## config.mk

```make
export PLATFORM = sky130hd
export DESIGN_NAME = felix_tx_link_monitor
export DESIGN_NICKNAME = d
export VERILOG_FILES = /design/src/rtl/felix_link_pkg.sv /design/src/rtl/felix_half_classify.sv /design/src/rtl/felix_tx_link_monitor.sv
export SDC_FILE = /design/constraint.sdc
export NUM_CORES = 1
export LEC_CHECK = 0
export ABC_AREA = 1
export ABC_CLOCK_PERIOD_IN_PS = 4600
export CAP_MARGIN = 5
export CORE_MARGIN = 1
export CORE_UTILIZATION = 43
export CTS_CLUSTER_SIZE = 25
export DETAILED_ROUTE_END_ITERATION = 6
export PLACE_DENSITY = 0.77
export SLEW_MARGIN = 10
export SYNTH_ARGS = -nofsm -noshare
export SYNTH_HDL_FRONTEND = slang
export SYNTH_SLANG_ARGS = --single-unit
```

## constraint.sdc

```tcl
create_clock -name clk120 -period 4.6 [get_ports clk120]
set_input_delay 1.15 -clock clk120 [delete_from_list [all_inputs] [get_ports clk120]]
set_output_delay 1.15 -clock clk120 [all_outputs]
set_load 0.03 [all_outputs]
```

## src/rtl/felix_link_pkg.sv

```systemverilog
// FELIX full-mode TX link framing definitions.
// Shared by the half-word classifier and the link monitor.
package felix_link_pkg;

  localparam logic [7:0] K_IDLE = 8'hBC;
  localparam logic [7:0] K_SOP  = 8'h3C;
  localparam logic [7:0] K_EOP  = 8'hDC;

  localparam int ERR_SOP_IN_FRAME = 0;
  localparam int ERR_EOP_IDLE     = 1;
  localparam int ERR_DATA_IDLE    = 2;
  localparam int ERR_BADK         = 3;

  typedef enum logic [2:0] {
    H_IDLE,
    H_SOP,
    H_EOP,
    H_DATA,
    H_BADK
  } half_t;

  typedef enum logic {
    IDLE_ST,
    FRAME_ST
  } st_t;

  typedef struct packed {
    st_t         st;
    logic [15:0] len;
    logic [3:0]  err;
    logic        done;
    logic [15:0] done_len;
  } step_t;

  // One half-word of the framing state machine.
  function automatic step_t step(
    input st_t         st,
    input logic [15:0] len,
    input half_t       h
  );
    step_t s;
    s.st       = st;
    s.len      = len;
    s.err      = '0;
    s.done     = 1'b0;
    s.done_len = '0;
    if (st == IDLE_ST) begin
      unique case (h)
        H_SOP: begin
          s.st  = FRAME_ST;
          s.len = '0;
        end
        H_EOP:   s.err[ERR_EOP_IDLE]  = 1'b1;
        H_DATA:  s.err[ERR_DATA_IDLE] = 1'b1;
        H_BADK:  s.err[ERR_BADK]      = 1'b1;
        default: ;
      endcase
    end else begin
      unique case (h)
        H_DATA: begin
          if (len != 16'hFFFF) s.len = len + 16'd1;
        end
        H_EOP: begin
          s.done     = 1'b1;
          s.done_len = len;
          s.st       = IDLE_ST;
        end
        H_SOP: begin
          s.err[ERR_SOP_IN_FRAME] = 1'b1;
          s.len = '0;
        end
        H_BADK: begin
          s.err[ERR_BADK] = 1'b1;
          s.st = IDLE_ST;
        end
        default: ;
      endcase
    end
    return s;
  endfunction

endpackage

```

## src/rtl/felix_half_classify.sv

```systemverilog
// Classifies one 32-bit half-word of the K stream.
// Purely combinational.
module felix_half_classify #(
  parameter logic [7:0] K_IDLE = felix_link_pkg::K_IDLE,
  parameter logic [7:0] K_SOP  = felix_link_pkg::K_SOP,
  parameter logic [7:0] K_EOP  = felix_link_pkg::K_EOP
) (
  input  logic [31:0]          data,
  input  logic [3:0]           k,
  output felix_link_pkg::half_t cls
);
  import felix_link_pkg::*;

  logic kc;
  assign kc = (k == 4'b0001);

  always_comb begin
    cls = H_BADK;
    unique case (1'b1)
      (k == 4'b0000):              cls = H_DATA;
      (kc && data[7:0] == K_IDLE): cls = H_IDLE;
      (kc && data[7:0] == K_SOP):  cls = H_SOP;
      (kc && data[7:0] == K_EOP):  cls = H_EOP;
      default:                     cls = H_BADK;
    endcase
  end

endmodule

```

## src/rtl/felix_tx_link_monitor.sv

```systemverilog
// Passive framing monitor for the FELIX TX K stream.
// Passes the stream through with one cycle of latency.
module felix_tx_link_monitor #(
  parameter logic [7:0] K_IDLE = felix_link_pkg::K_IDLE,
  parameter logic [7:0] K_SOP  = felix_link_pkg::K_SOP,
  parameter logic [7:0] K_EOP  = felix_link_pkg::K_EOP
) (
  input  logic        clk120,
  input  logic        rst,
  input  logic [63:0] data_in,
  input  logic [7:0]  k_in,
  input  logic        clr_cnt,
  output logic [63:0] data_out,
  output logic [7:0]  k_out,
  output logic        in_frame,
  output logic [31:0] frame_cnt,
  output logic [15:0] err_cnt,
  output logic [15:0] last_len,
  output logic [3:0]  err_flags,
  output logic        err_pulse
);
  import felix_link_pkg::*;

  half_t       cls_lo;
  half_t       cls_hi;
  st_t         st;
  logic [15:0] len;
  step_t       lo;
  step_t       hi;
  logic [1:0]  n_err;
  logic [16:0] err_sum;
  logic        done;
  logic [15:0] done_len;

  felix_half_classify #(
    .K_IDLE(K_IDLE), .K_SOP(K_SOP), .K_EOP(K_EOP)
  ) u_cls_lo (
    .data(data_in[31:0]),
    .k   (k_in[3:0]),
    .cls (cls_lo)
  );

  felix_half_classify #(
    .K_IDLE(K_IDLE), .K_SOP(K_SOP), .K_EOP(K_EOP)
  ) u_cls_hi (
    .data(data_in[63:32]),
    .k   (k_in[7:4]),
    .cls (cls_hi)
  );

  // Low half first; high half continues from its result.
  always_comb begin
    lo       = step(st, len, cls_lo);
    hi       = step(lo.st, lo.len, cls_hi);
    n_err    = {1'b0, |lo.err} + {1'b0, |hi.err};
    err_sum  = {1'b0, err_cnt} + {15'd0, n_err};
    done     = lo.done | hi.done;
    done_len = hi.done ? hi.done_len : lo.done_len;
  end

  always_ff @(posedge clk120) begin
    if (rst) begin
      data_out  <= '0;
      k_out     <= '0;
      st        <= IDLE_ST;
      len       <= '0;
      in_frame  <= 1'b0;
      frame_cnt <= '0;
      err_cnt   <= '0;
      last_len  <= '0;
      err_flags <= '0;
      err_pulse <= 1'b0;
    end else begin
      data_out  <= data_in;
      k_out     <= k_in;
      st        <= hi.st;
      len       <= hi.len;
      in_frame  <= (hi.st == FRAME_ST);
      err_pulse <= |(lo.err | hi.err);
      if (clr_cnt) begin
        frame_cnt <= '0;
        err_cnt   <= '0;
        last_len  <= '0;
        err_flags <= '0;
      end else begin
        if (done) begin
          frame_cnt <= frame_cnt + 32'd1;
          last_len  <= done_len;
        end
        err_cnt   <= err_sum[16] ? 16'hFFFF : err_sum[15:0];
        err_flags <= err_flags | lo.err | hi.err;
      end
    end
  end

endmodule

```

==> results.sh <==
export IMPL_numCtsBuffers=17
export IMPL_io_pins=217
export IMPL_hold_violations=0
export IMPL_p_sw_uw=779
export IMPL_dieWidth_um=133
export IMPL_grt_pass1_vias=7329
export IMPL_vias=7557
export IMPL_post_drt_wl_per_cell_um=14.2
export IMPL_synthFlopType="dfxtp_1"
export IMPL_avgSynthCellArea_um2=6.98
export IMPL_totalWireLength_mm=22.2
export IMPL_fin_crit_sh_pct=94.1
export IMPL_core_area_um2=16600
export IMPL_yosysSeqAreaShare_pct=43.0
export IMPL_htree_levels=4
export IMPL_fillers=1411
export IMPL_tns_ps=0
export IMPL_num_rows=47
export IMPL_finalCriticalPeriod_ps=4330
export IMPL_critPathKind="input port to flop"
export IMPL_layout_cells_most_common_list="204 x clkdlybuf4s50_1, 188 x inv_1, 187 x nand2_1, 171 x nor2_1, 158 x dfxtp_1"
export IMPL_pre_cts_ws_ps=-547
export IMPL_synth_warnings=0
export IMPL_die_h_um=133
export IMPL_grt_util_all_layers_pct=25.5
export IMPL_grt_ovfl_total=0
export IMPL_synth_edf_count=0
export IMPL_p_total_uw=3170
export IMPL_setup_viol=0
export IMPL_seqPwrFrac_pct=44.5
export IMPL_r2r_start="st"
export IMPL_ys_ff_latch=158
export IMPL_worst_pin_slew_ps=906
export IMPL_required_ps=4950
export IMPL_clkLatencyLatePin_ps=420
export IMPL_cpPeakStageDelay_ps=410
export IMPL_synth_largest_area_cell="dfxtp_1"
export IMPL_crit_arrival_ps=4680
export IMPL_p_per_area_nw_per_um2=292
export IMPL_hp_start="err_flags[0]"
export IMPL_irDropWorstVdd_uv=253
export IMPL_p_sw_share_pct=24.6
export IMPL_start_util_pct=44.2
export IMPL_netlist_instances=1053
export IMPL_status="finished, final reports clean"
export IMPL_drv_slew=0
export IMPL_postRouteAntennaNets=0
export IMPL_grt_max_degree=82
export IMPL_slew_headroom_pct=39.5
export IMPL_endpoint_kind="flop"
export IMPL_critPathTopFamily="buffers and inverters"
export IMPL_n_antenna_cell=0
export IMPL_antenna_found_initial=0
export IMPL_area_delta_synth_final_pct=47.8
export IMPL_clockBufferDepth=2
export IMPL_startpoint_type="input port"
export IMPL_worstPathBufferInverterCount=11
export IMPL_crit_start="k_in[1]"
export IMPL_dpl_hpwl_mm=17.0
export IMPL_drt_iter0_drc=423
export IMPL_synth_area_um2=7350
export IMPL_clockPowerShare_pct=45.6
export IMPL_vias_per_cell=4.85
export IMPL_syn_num_nets=1133
export IMPL_fin_cells=1558
export IMPL_slowest_stage="clkdlybuf4s50_1"
export IMPL_max_freq_mhz=231
export IMPL_dp_cells=1523
export IMPL_place_gp_congestion=0.939
export IMPL_dr_pass1_iters=4
export IMPL_pwr_share_comb_pct=9.9
export IMPL_drive_gt1_share_pct=12.3
export IMPL_nets=1405
export IMPL_drv_cap=0
export IMPL_synthArstFlopShare_pct=0
export IMPL_fin_skew_ps=7.38
export IMPL_grt_first_pass_wirelength_mm=35.6
export IMPL_internal_power_uw=2400
export IMPL_place_port_buffers=216
export IMPL_crit_fanout=4
export IMPL_clock_sinks=158
export IMPL_clk_root_buffer_cell="clkbuf_16"
export IMPL_p_leak_uw=0.00468
export IMPL_setup_ws_ps=270
export IMPL_hold_path_class="flop to flop"
export IMPL_synth_cell_types=45
export IMPL_cts_tree="yes"
export IMPL_die_area_um2=17600
export IMPL_final_common_cell="clkdlybuf4s50_1"
export IMPL_synth_top_cell_area_share_pct=43.0
export IMPL_cts_clk_slew_worst_paths_ps=60
export IMPL_ys_top_cells_by_area="dfxtp_1 43%, nand2_1 9.9%, inv_1 9.8%"
export IMPL_drc_errors=0
==> metrics by stage <==
| stage | hold WS, ps | cell area, um^2 | utilization [%] |
|---|---|---|---|
| after floorplan | 482 | 7360 | - |
| after global placement | 438 | 10100 | 60.8 |
| after detailed placement | 443 | 10100 | 60.8 |
| after CTS | 454 | 10700 | 64.5 |
| after global routing | 496 | 10900 | 65.3 |
| final | 450 | 10900 | 65.3 |
==> power by group through the flow <==
stage	registers [uW]	clock network, uW	logic [uW]
final	1410	1450	314
after global routing	1420	1530	335
after CTS	1410	1470	313
after detailed placement	1440	0	311
after global placement	1440	0	307
after floorplan	1520	0	63.6
==> routing by layer <==
layer / vias up / global-route usage [%] / routed length (um)
met1: 3413 / 29.8 / 9320
met2: 236 / 44.2 / 10800
met4: 0 / 12.3 / 790
li1: 3850 / - / -
met5: - / 0 / 0
met3: 58 / 5.40 / 1210
==> flip-flops by register name (all words and copies together), names as in the netlist <==
name,cells
frame_cnt,32
len,16
err_pulse,1
k_out,8
err_flags,4
err_cnt,16
last_len,16
data_out,64
st,1
==> synthesized netlist by cell type, types with 2 or more instances <==
cell type,number
a21oi_1,44
a21oi_2,3
a221oi_1,8
a22oi_1,3
a31oi_1,9
clkbuf_1,19
clkinv_1,2
dfxtp_1,158
ha_1,4
inv_1,192
inv_2,8
nand2_1,193
nand2_2,9
nand2_4,4
nand3_1,52
nand3_2,2
nand3_4,3
nand3b_1,2
nand4_1,19
nor2_1,175
nor2_2,10
nor2_4,5
nor3_1,36
nor3b_1,4
nor4_1,9
o21a_1,5
o21ai_0,28
o21ai_1,9
o221ai_1,5
o31ai_1,2
xnor2_1,8
xor2_1,10
==> timing repair <==
| item | CTS | global route |
|---|---|---|
| resized for setup | 3 | 37 |
| hold buffers | 0 | 0 |
| endpoints found under the setup margin | 16 | 16 |
| buffers inserted | 0 | 3 |
| pin swaps | 1 | 14 |
==> final cells by class <==
class / instances / area, um^2 / share of cell area [%]
clock buffer: 20 / 457 / 4.20
clock inverter: 12 / 149 / 1.37
inverter: 202 / 758 / 6.98
multi-input combinational: 672 / 3440 / 31.7
sequential: 158 / 3160 / 29.1
tap: 220 / 275 / 2.53
timing repair buffer: 274 / 2630 / 24.2
==> worst paths after layout <==
kind	depth (start not counted)	slack, ps	end
max	27	270	err_cnt[6]
min	2	450	err_flags[0]
max reg2reg	20	970	err_cnt[6]
min reg2reg	2	450	err_flags[0]
==> worst reg2reg max path, delay by kind of cell, from the launching register on <==
kind                     cells  cell delay (ps)
buffers and inverters        7              650
adder cells (fa/ha/maj)      2              490
flip-flops                   1              910
AND/OR/NAND/NOR              9             1220
AO/OA/AOI/OAI                2              290
==> cells by family (layout without fill, tap and decap cells) <==
kind of cell,after synthesis,count (layout),share of synthesized area (%)
AO/OA/AOI/OAI,119,119,9.53
flip-flops,158,158,43.0
adder cells (fa/ha/maj),5,5,0.953
buffers and inverters,223,508,11.6
XOR/XNOR,18,18,2.14
AND/OR/NAND/NOR,530,530,32.8
Power figures use the tool's default switching activity.
